===== src/rtl/pds_trace_pkg.sv =====
// pds_trace_pkg: shared definitions for the PDS trace monitor.
//   entry_w()   - width of one FIFO entry {ts, fault, gnt, req}
//   REQ_LSB     - bit offset of the req field inside an entry
//   gnt_lsb(), fault_lsb(), ts_lsb() - field offsets for a given channel count
//   pds_trc_mode_e - capture mode (every enabled cycle or only on change)
package pds_trace_pkg;

  localparam int REQ_LSB = 0;

  typedef enum logic {
    PDS_TRC_ALL    = 1'b0,
    PDS_TRC_CHANGE = 1'b1
  } pds_trc_mode_e;

  function automatic int entry_w(input int num_ch, input int ts_w);
    return ts_w + 3 * num_ch;
  endfunction

  function automatic int gnt_lsb(input int num_ch);
    return num_ch;
  endfunction

  function automatic int fault_lsb(input int num_ch);
    return 2 * num_ch;
  endfunction

  function automatic int ts_lsb(input int num_ch);
    return 3 * num_ch;
  endfunction

endpackage


===== src/rtl/pds_trace_fifo.sv =====
// pds_trace_fifo: first-word-fall-through synchronous FIFO.
//   clk, rst_n - clock, asynchronous active-low reset
//   flush      - synchronous empty; wins over push and pop
//   push, din  - write request and data (accepted if not full, or full with a pop)
//   pop        - remove head entry (ignored when empty)
//   dout       - head entry, valid whenever empty is low
//   full, empty, level - occupancy status
module pds_trace_fifo #(
  parameter int WIDTH = 8,
  parameter int DEPTH = 16
) (
  input  logic                     clk,
  input  logic                     rst_n,
  input  logic                     flush,
  input  logic                     push,
  input  logic [WIDTH-1:0]         din,
  input  logic                     pop,
  output logic [WIDTH-1:0]         dout,
  output logic                     full,
  output logic                     empty,
  output logic [$clog2(DEPTH):0]   level
);

  localparam int AW = $clog2(DEPTH);

  logic [WIDTH-1:0] mem [DEPTH];
  logic [AW:0]      wptr;
  logic [AW:0]      rptr;
  logic             do_pop;
  logic             do_push;

  // Pointers carry one extra MSB: equal low bits with differing MSBs means full.
  assign empty   = (wptr == rptr);
  assign full    = (wptr[AW] != rptr[AW]) && (wptr[AW-1:0] == rptr[AW-1:0]);
  assign do_pop  = pop && !empty;
  assign do_push = push && (!full || do_pop);
  assign level   = wptr - rptr;
  assign dout    = mem[rptr[AW-1:0]];

  // Pointer update; flush simply collapses both pointers to zero.
  always_ff @(posedge clk or negedge rst_n) begin
    if (!rst_n) begin
      wptr <= '0;
      rptr <= '0;
    end else if (flush) begin
      wptr <= '0;
      rptr <= '0;
    end else begin
      if (do_push) wptr <= wptr + 1'b1;
      if (do_pop)  rptr <= rptr + 1'b1;
    end
  end

  // Storage needs no reset: entries are only visible between the pointers.
  always_ff @(posedge clk) begin
    if (do_push && !flush) mem[wptr[AW-1:0]] <= din;
  end

endmodule


===== src/rtl/pds_trace_monitor.sv =====
// pds_trace_monitor: multi-channel req/fault/gnt trace capture.
//   clk, rst_n         - clock, asynchronous active-low reset
//   req, fault, gnt    - NUM_CH monitored channel signals
//   enable             - capture enable (also gates the timestamp)
//   change_only        - 1: record only when the snapshot differs from the last one
//   clr                - synchronous clear of FIFO, timestamp, error and overflow state
//   out_valid/ready    - FWFT drain port, out_data = {ts, fault, gnt, req}
//   level              - FIFO occupancy
//   overflow, ovf_cnt  - sticky drop flag and saturating drop count
//   gnt_err            - sticky per-channel grant-without-request flag
module pds_trace_monitor
  import pds_trace_pkg::*;
#(
  parameter int NUM_CH = 4,
  parameter int DEPTH  = 16,
  parameter int TS_W   = 16,
  parameter int OVF_W  = 8
) (
  input  logic                      clk,
  input  logic                      rst_n,
  input  logic [NUM_CH-1:0]         req,
  input  logic [NUM_CH-1:0]         fault,
  input  logic [NUM_CH-1:0]         gnt,
  input  logic                      enable,
  input  logic                      change_only,
  input  logic                      clr,
  output logic                      out_valid,
  input  logic                      out_ready,
  output logic [TS_W+3*NUM_CH-1:0]  out_data,
  output logic [$clog2(DEPTH):0]    level,
  output logic                      overflow,
  output logic [OVF_W-1:0]          ovf_cnt,
  output logic [NUM_CH-1:0]         gnt_err
);

  localparam int EW        = entry_w(NUM_CH, TS_W);
  localparam int GNT_LSB   = gnt_lsb(NUM_CH);
  localparam int FAULT_LSB = fault_lsb(NUM_CH);
  localparam int TS_LSB    = ts_lsb(NUM_CH);

  logic [TS_W-1:0]     ts;
  logic                s_vld;
  logic [TS_W-1:0]     s_ts;
  logic [NUM_CH-1:0]   s_req;
  logic [NUM_CH-1:0]   s_gnt;
  logic [NUM_CH-1:0]   s_fault;
  logic [3*NUM_CH-1:0] prev_snap;
  logic                prev_valid;
  logic [EW-1:0]       w_entry;
  pds_trc_mode_e       mode;
  logic                cand;
  logic                pop;
  logic                full;
  logic                empty;
  logic                drop;

  assign mode = pds_trc_mode_e'(change_only);

  // Stage W decision: the first sample of a run always records, after that
  // change mode only records when the channel snapshot (not the ts) differs.
  assign cand = s_vld && ((mode == PDS_TRC_ALL) || !prev_valid ||
                          ({s_fault, s_gnt, s_req} != prev_snap));

  assign pop       = out_valid && out_ready;
  assign out_valid = !empty;
  assign drop      = cand && full && !pop && !clr;

  always_comb begin
    w_entry = '0;
    w_entry[REQ_LSB   +: NUM_CH] = s_req;
    w_entry[GNT_LSB   +: NUM_CH] = s_gnt;
    w_entry[FAULT_LSB +: NUM_CH] = s_fault;
    w_entry[TS_LSB    +: TS_W]   = s_ts;
  end

  // Timestamp free-runs while enabled and wraps naturally.
  always_ff @(posedge clk or negedge rst_n) begin
    if (!rst_n) begin
      ts <= '0;
    end else if (clr) begin
      ts <= '0;
    end else if (enable) begin
      ts <= ts + 1'b1;
    end
  end

  // Stage S: snapshot the channels and timestamp; clr discards the in-flight sample.
  always_ff @(posedge clk or negedge rst_n) begin
    if (!rst_n) begin
      s_vld   <= 1'b0;
      s_ts    <= '0;
      s_req   <= '0;
      s_gnt   <= '0;
      s_fault <= '0;
    end else if (clr) begin
      s_vld <= 1'b0;
    end else begin
      s_vld <= enable;
      if (enable) begin
        s_ts    <= ts;
        s_req   <= req;
        s_gnt   <= gnt;
        s_fault <= fault;
      end
    end
  end

  // Last-recorded-snapshot tracking; dropping enable forgets it so the next
  // run starts with a guaranteed entry.
  always_ff @(posedge clk or negedge rst_n) begin
    if (!rst_n) begin
      prev_valid <= 1'b0;
      prev_snap  <= '0;
    end else if (clr) begin
      prev_valid <= 1'b0;
    end else begin
      if (s_vld) prev_snap <= {s_fault, s_gnt, s_req};
      if (!enable)    prev_valid <= 1'b0;
      else if (s_vld) prev_valid <= 1'b1;
    end
  end

  // Sticky protocol error, evaluated on each captured sample.
  always_ff @(posedge clk or negedge rst_n) begin
    if (!rst_n) begin
      gnt_err <= '0;
    end else if (clr) begin
      gnt_err <= '0;
    end else if (enable) begin
      gnt_err <= gnt_err | (gnt & ~req);
    end
  end

  // Drop accounting: overflow is sticky, ovf_cnt saturates at all-ones.
  always_ff @(posedge clk or negedge rst_n) begin
    if (!rst_n) begin
      overflow <= 1'b0;
      ovf_cnt  <= '0;
    end else if (clr) begin
      overflow <= 1'b0;
      ovf_cnt  <= '0;
    end else if (drop) begin
      overflow <= 1'b1;
      if (ovf_cnt != '1) ovf_cnt <= ovf_cnt + 1'b1;
    end
  end

  pds_trace_fifo #(
    .WIDTH (EW),
    .DEPTH (DEPTH)
  ) u_fifo (
    .clk   (clk),
    .rst_n (rst_n),
    .flush (clr),
    .push  (cand && !clr),
    .din   (w_entry),
    .pop   (pop && !clr),
    .dout  (out_data),
    .full  (full),
    .empty (empty),
    .level (level)
  );

endmodule


===== config.mk =====
export PLATFORM = sky130hd
export DESIGN_NAME = pds_trace_monitor
export DESIGN_NICKNAME = d
export VERILOG_FILES = /design/src/rtl/pds_trace_pkg.sv /design/src/rtl/pds_trace_fifo.sv /design/src/rtl/pds_trace_monitor.sv
export SDC_FILE = /design/constraint.sdc
export NUM_CORES = 1
export LEC_CHECK = 0
export ABC_AREA = 0
export BUFFER_PORTS_ARGS = -buffer_cell sky130_fd_sc_hd__buf_4
export CAP_MARGIN = 0
export CORE_UTILIZATION = 50
export DETAILED_ROUTE_END_ITERATION = 8
export PLACE_DENSITY = 0.66
export SYNTH_ARGS = -nofsm -noshare
export SYNTH_HDL_FRONTEND = slang
export SYNTH_SLANG_ARGS = --single-unit

===== constraint.sdc =====
create_clock -name clk -period 14.4 [get_ports clk]
set_input_delay 0.72 -clock clk [delete_from_list [all_inputs] [get_ports clk]]
set_output_delay 0.72 -clock clk [all_outputs]
set_load 0.005 [all_outputs]

==> impl_results.md <==
- First-pass GRT wire length: 62600 µm
- Crit share post-route: 0.301
- Max Cap Violations: 0
- Overflow after GRT: 0
- CTS H-Tree Depth: 2
- Clock net sink count: 529
- Ys flop type: edfxtp_1
- FP Rows: 74
- Vias: 9635
- Max_slew headroom: 0.274
- Pwr Density: about 140 nW/µm²
- CTS tree: done
- Final #Nets: 1082
- DP Wirelength: 21000 µm
- Count of state elements after synthesis: between 500 and 600
- Clk_skew: 0.0177 ns
- Post_cts resized: 0
- First drt pass iteration count: 5
- Core area: between 40000 and 50000 µm²
- Register area share after synthesis: 0.750
- Worst Hold Class: in -> reg
- Element type at the critical path end: output port
- Min cycle time layout: 4.34 ns
- Synth cell types: 46
- Clock buffer depth: 3
- DRC: 0
- WL/cell: 25.5 µm
- Worst slew pin tran: 1.09 ns
- Syn Area/Cell: 21.3 µm²
- Fin util: 0.573
- Top-count cell post-synth: edfxtp_1
- Die height: 205 µm
- RSZ-0062 raised after global routing: false
- Layout area overhead: 13.0%
- IO buf count: 64
- Initial DRC count: approximately 930
- Arr. time, crit path: ~3.6 ns
- Initial antenna violation count: 0
- Total Routed Length: 41500 µm
- Post-DR vias/cell: 5.93
- Setup violations, final: 0
- Boundary pin count: 65
- Crit path max fanout: 49
- Largest net degree at the start of global routing: 78
- Ant diodes: 0
- F_max: 230 MHz
- Die area: 42100 µm²
- Synth Warn #: 0
- Clock slew at reported path FFs: 0.06 ns
- TNS Setup: 0 ns
- Final Hold Vio Count: 0
- TritonCTS buffer count: between 50 and 60
- Kind of critical path: reg -> out
- Total GRT Usage: 0.206
- Leakage power: 7.80 nW
- Synth top area cells: edfxtp_1, mux4_2, dfrtp_1
- Layout cells sized above 1: 0.319
- Cells after synthesis: 971
- Die span in x: 205 µm
- Post-synth top cells: edfxtp_1, mux4_2, dfrtp_1
- Synth Cell Area: 20600 µm²
- Initial Util: 0.507
- Final ANT Viol Nets: 0
- Number of flops mapped to enable cells by yosys: 448
- Syn_nets: 1001
- CTS root buffer: clkbuf_16
- VDD IR max: 0.0812 mV
- Outcome: completed
- Worst EP required: ~14 ns
- Vias in the first global route: 10000
- Post-synth top area share: 0.652
- GP Congestion: 0.727
- Synth area leader: edfxtp_1
- Setup crit start kind: register
- Final slew viol count: 0
- Synth async-reset ratio: 0.153
- Worst-Skew Late Latency: 0.57 ns
## timing repair
| item | 4_1_cts | 5_1_grt |
|---|---|---|
| hold endpoints to repair | 4 | 0 |
| setup buffers | 0 | 0 |
| hold buffers | 1 | 0 |
## sequential cells by signal, indices dropped and copies added, names as in the netlist, 5 cells and up
register     count
u_fifo.mem     448
s_ts            16
ts              16
prev_snap       12
ovf_cnt          8
u_fifo.rptr      5
u_fifo.wptr      5
## critical path: stages, from the launching register on
cell and delay (ns):
dfrtp_4 0.86, buf_4 0.85, mux4_2 0.61, mux4_2 0.51, buf_4 0.16
## per-layer routing
metal	global-route usage	routed length [µm]	share of wire	vias to the layer above
li1	-	-	-	4137
met4	0.0471	701	0.017	0
met5	0	0	0	-
met3	0.0276	1910	0.046	54
met2	0.322	20000	0.48	249
met1	0.313	18900	0.45	5195
## area by class of cell
type	instances	area, µm²
fill	3004	17400
multi-input combinational	376	4920
sequential	529	15500
clock buffer	63	1360
inverter	19	71.3
timing repair buffer	75	566
clock inverter	32	250
tap	532	666
## placed cells by master, fill, tap and decap left out, types with 2 or more instances in the layout
master,synthesis,final
xor2_1,10,10
clkbuf_16,0,53
bufinv_16,0,4
or3_1,2,2
edfxtp_1,448,448
clkinvlp_4,0,2
dfrtp_1,81,78
and3_2,0,15
dfrtp_4,0,2
buf_4,1,74
and3_1,21,6
nor2b_1,4,4
inv_1,19,18
nor2_1,33,33
nand3_1,6,6
a31oi_1,4,4
clkinv_1,0,15
mux4_2,140,140
xnor2_1,25,25
a21oi_1,10,10
o311ai_0,3,3
mux2i_1,3,3
o31ai_1,3,3
o41ai_1,2,2
o21ai_0,9,9
mux2_2,36,36
clkinv_2,0,10
clkbuf_1,28,10
ha_1,11,11
or4_1,3,3
nand2_1,21,21
nand4_1,11,11
## where the power goes
part	switching, mW	internal [mW]	total, mW
registers	0.0601	1.69	1.75
clock network	0.550	0.742	1.29
logic	0.105	0.164	0.270
total	0.715	2.60	3.31
## per-stage QoR
stage,std cells,hold slack (ns),setup WS [ns],instance area [µm²],power (mW)
2_1_floorplan,971,0.424,8.80,20600,1.96
3_3_place_gp,1530,0.484,10.41,21700,2.06
3_5_place_dp,1530,0.481,10.39,21700,2.06
4_1_cts,1626,0.372,9.90,23300,3.34
5_1_grt,1626,0.383,9.79,23300,3.43
6_report,1626,0.395,10.06,23300,3.31
## cells by family (layout without fill, tap and decap cells)
family / Yosys count / in the layout / synth area share
and+or+nand+nor: 115 / 115 / 0.0300
buffers and inverters: 66 / 189 / 0.0134
adders and majority gates: 12 / 12 / 0.00764
AOI/OAI and AO/OA: 35 / 35 / 0.0105
DFF: 529 / 529 / 0.750
xor gates and xnor gates: 35 / 35 / 0.0148
muxes: 179 / 179 / 0.174
## path summary, 6_finish.rpt
| path | startpoint | end | slack, ns | cells after the start |
|---|---|---|---|---|
| max | u_fifo.rptr[0] | out_data[25] | 10.06 | 4 |
| min | fault[0] | s_fault[0] | 0.40 | 2 |
| max reg2reg | u_fifo.rptr[1] | u_fifo.mem[0][4] | 10.37 | 6 |
| min reg2reg | u_fifo.wptr[4] | u_fifo.wptr[4] | 0.50 | 1 |
| max in group asynchronous | rst_n | u_fifo.rptr[0] | 12.65 | 3 |
| min in group asynchronous | rst_n | prev_snap[5] | 0.50 | 2 |
Note: power is estimated with default switching activity, not from simulation.
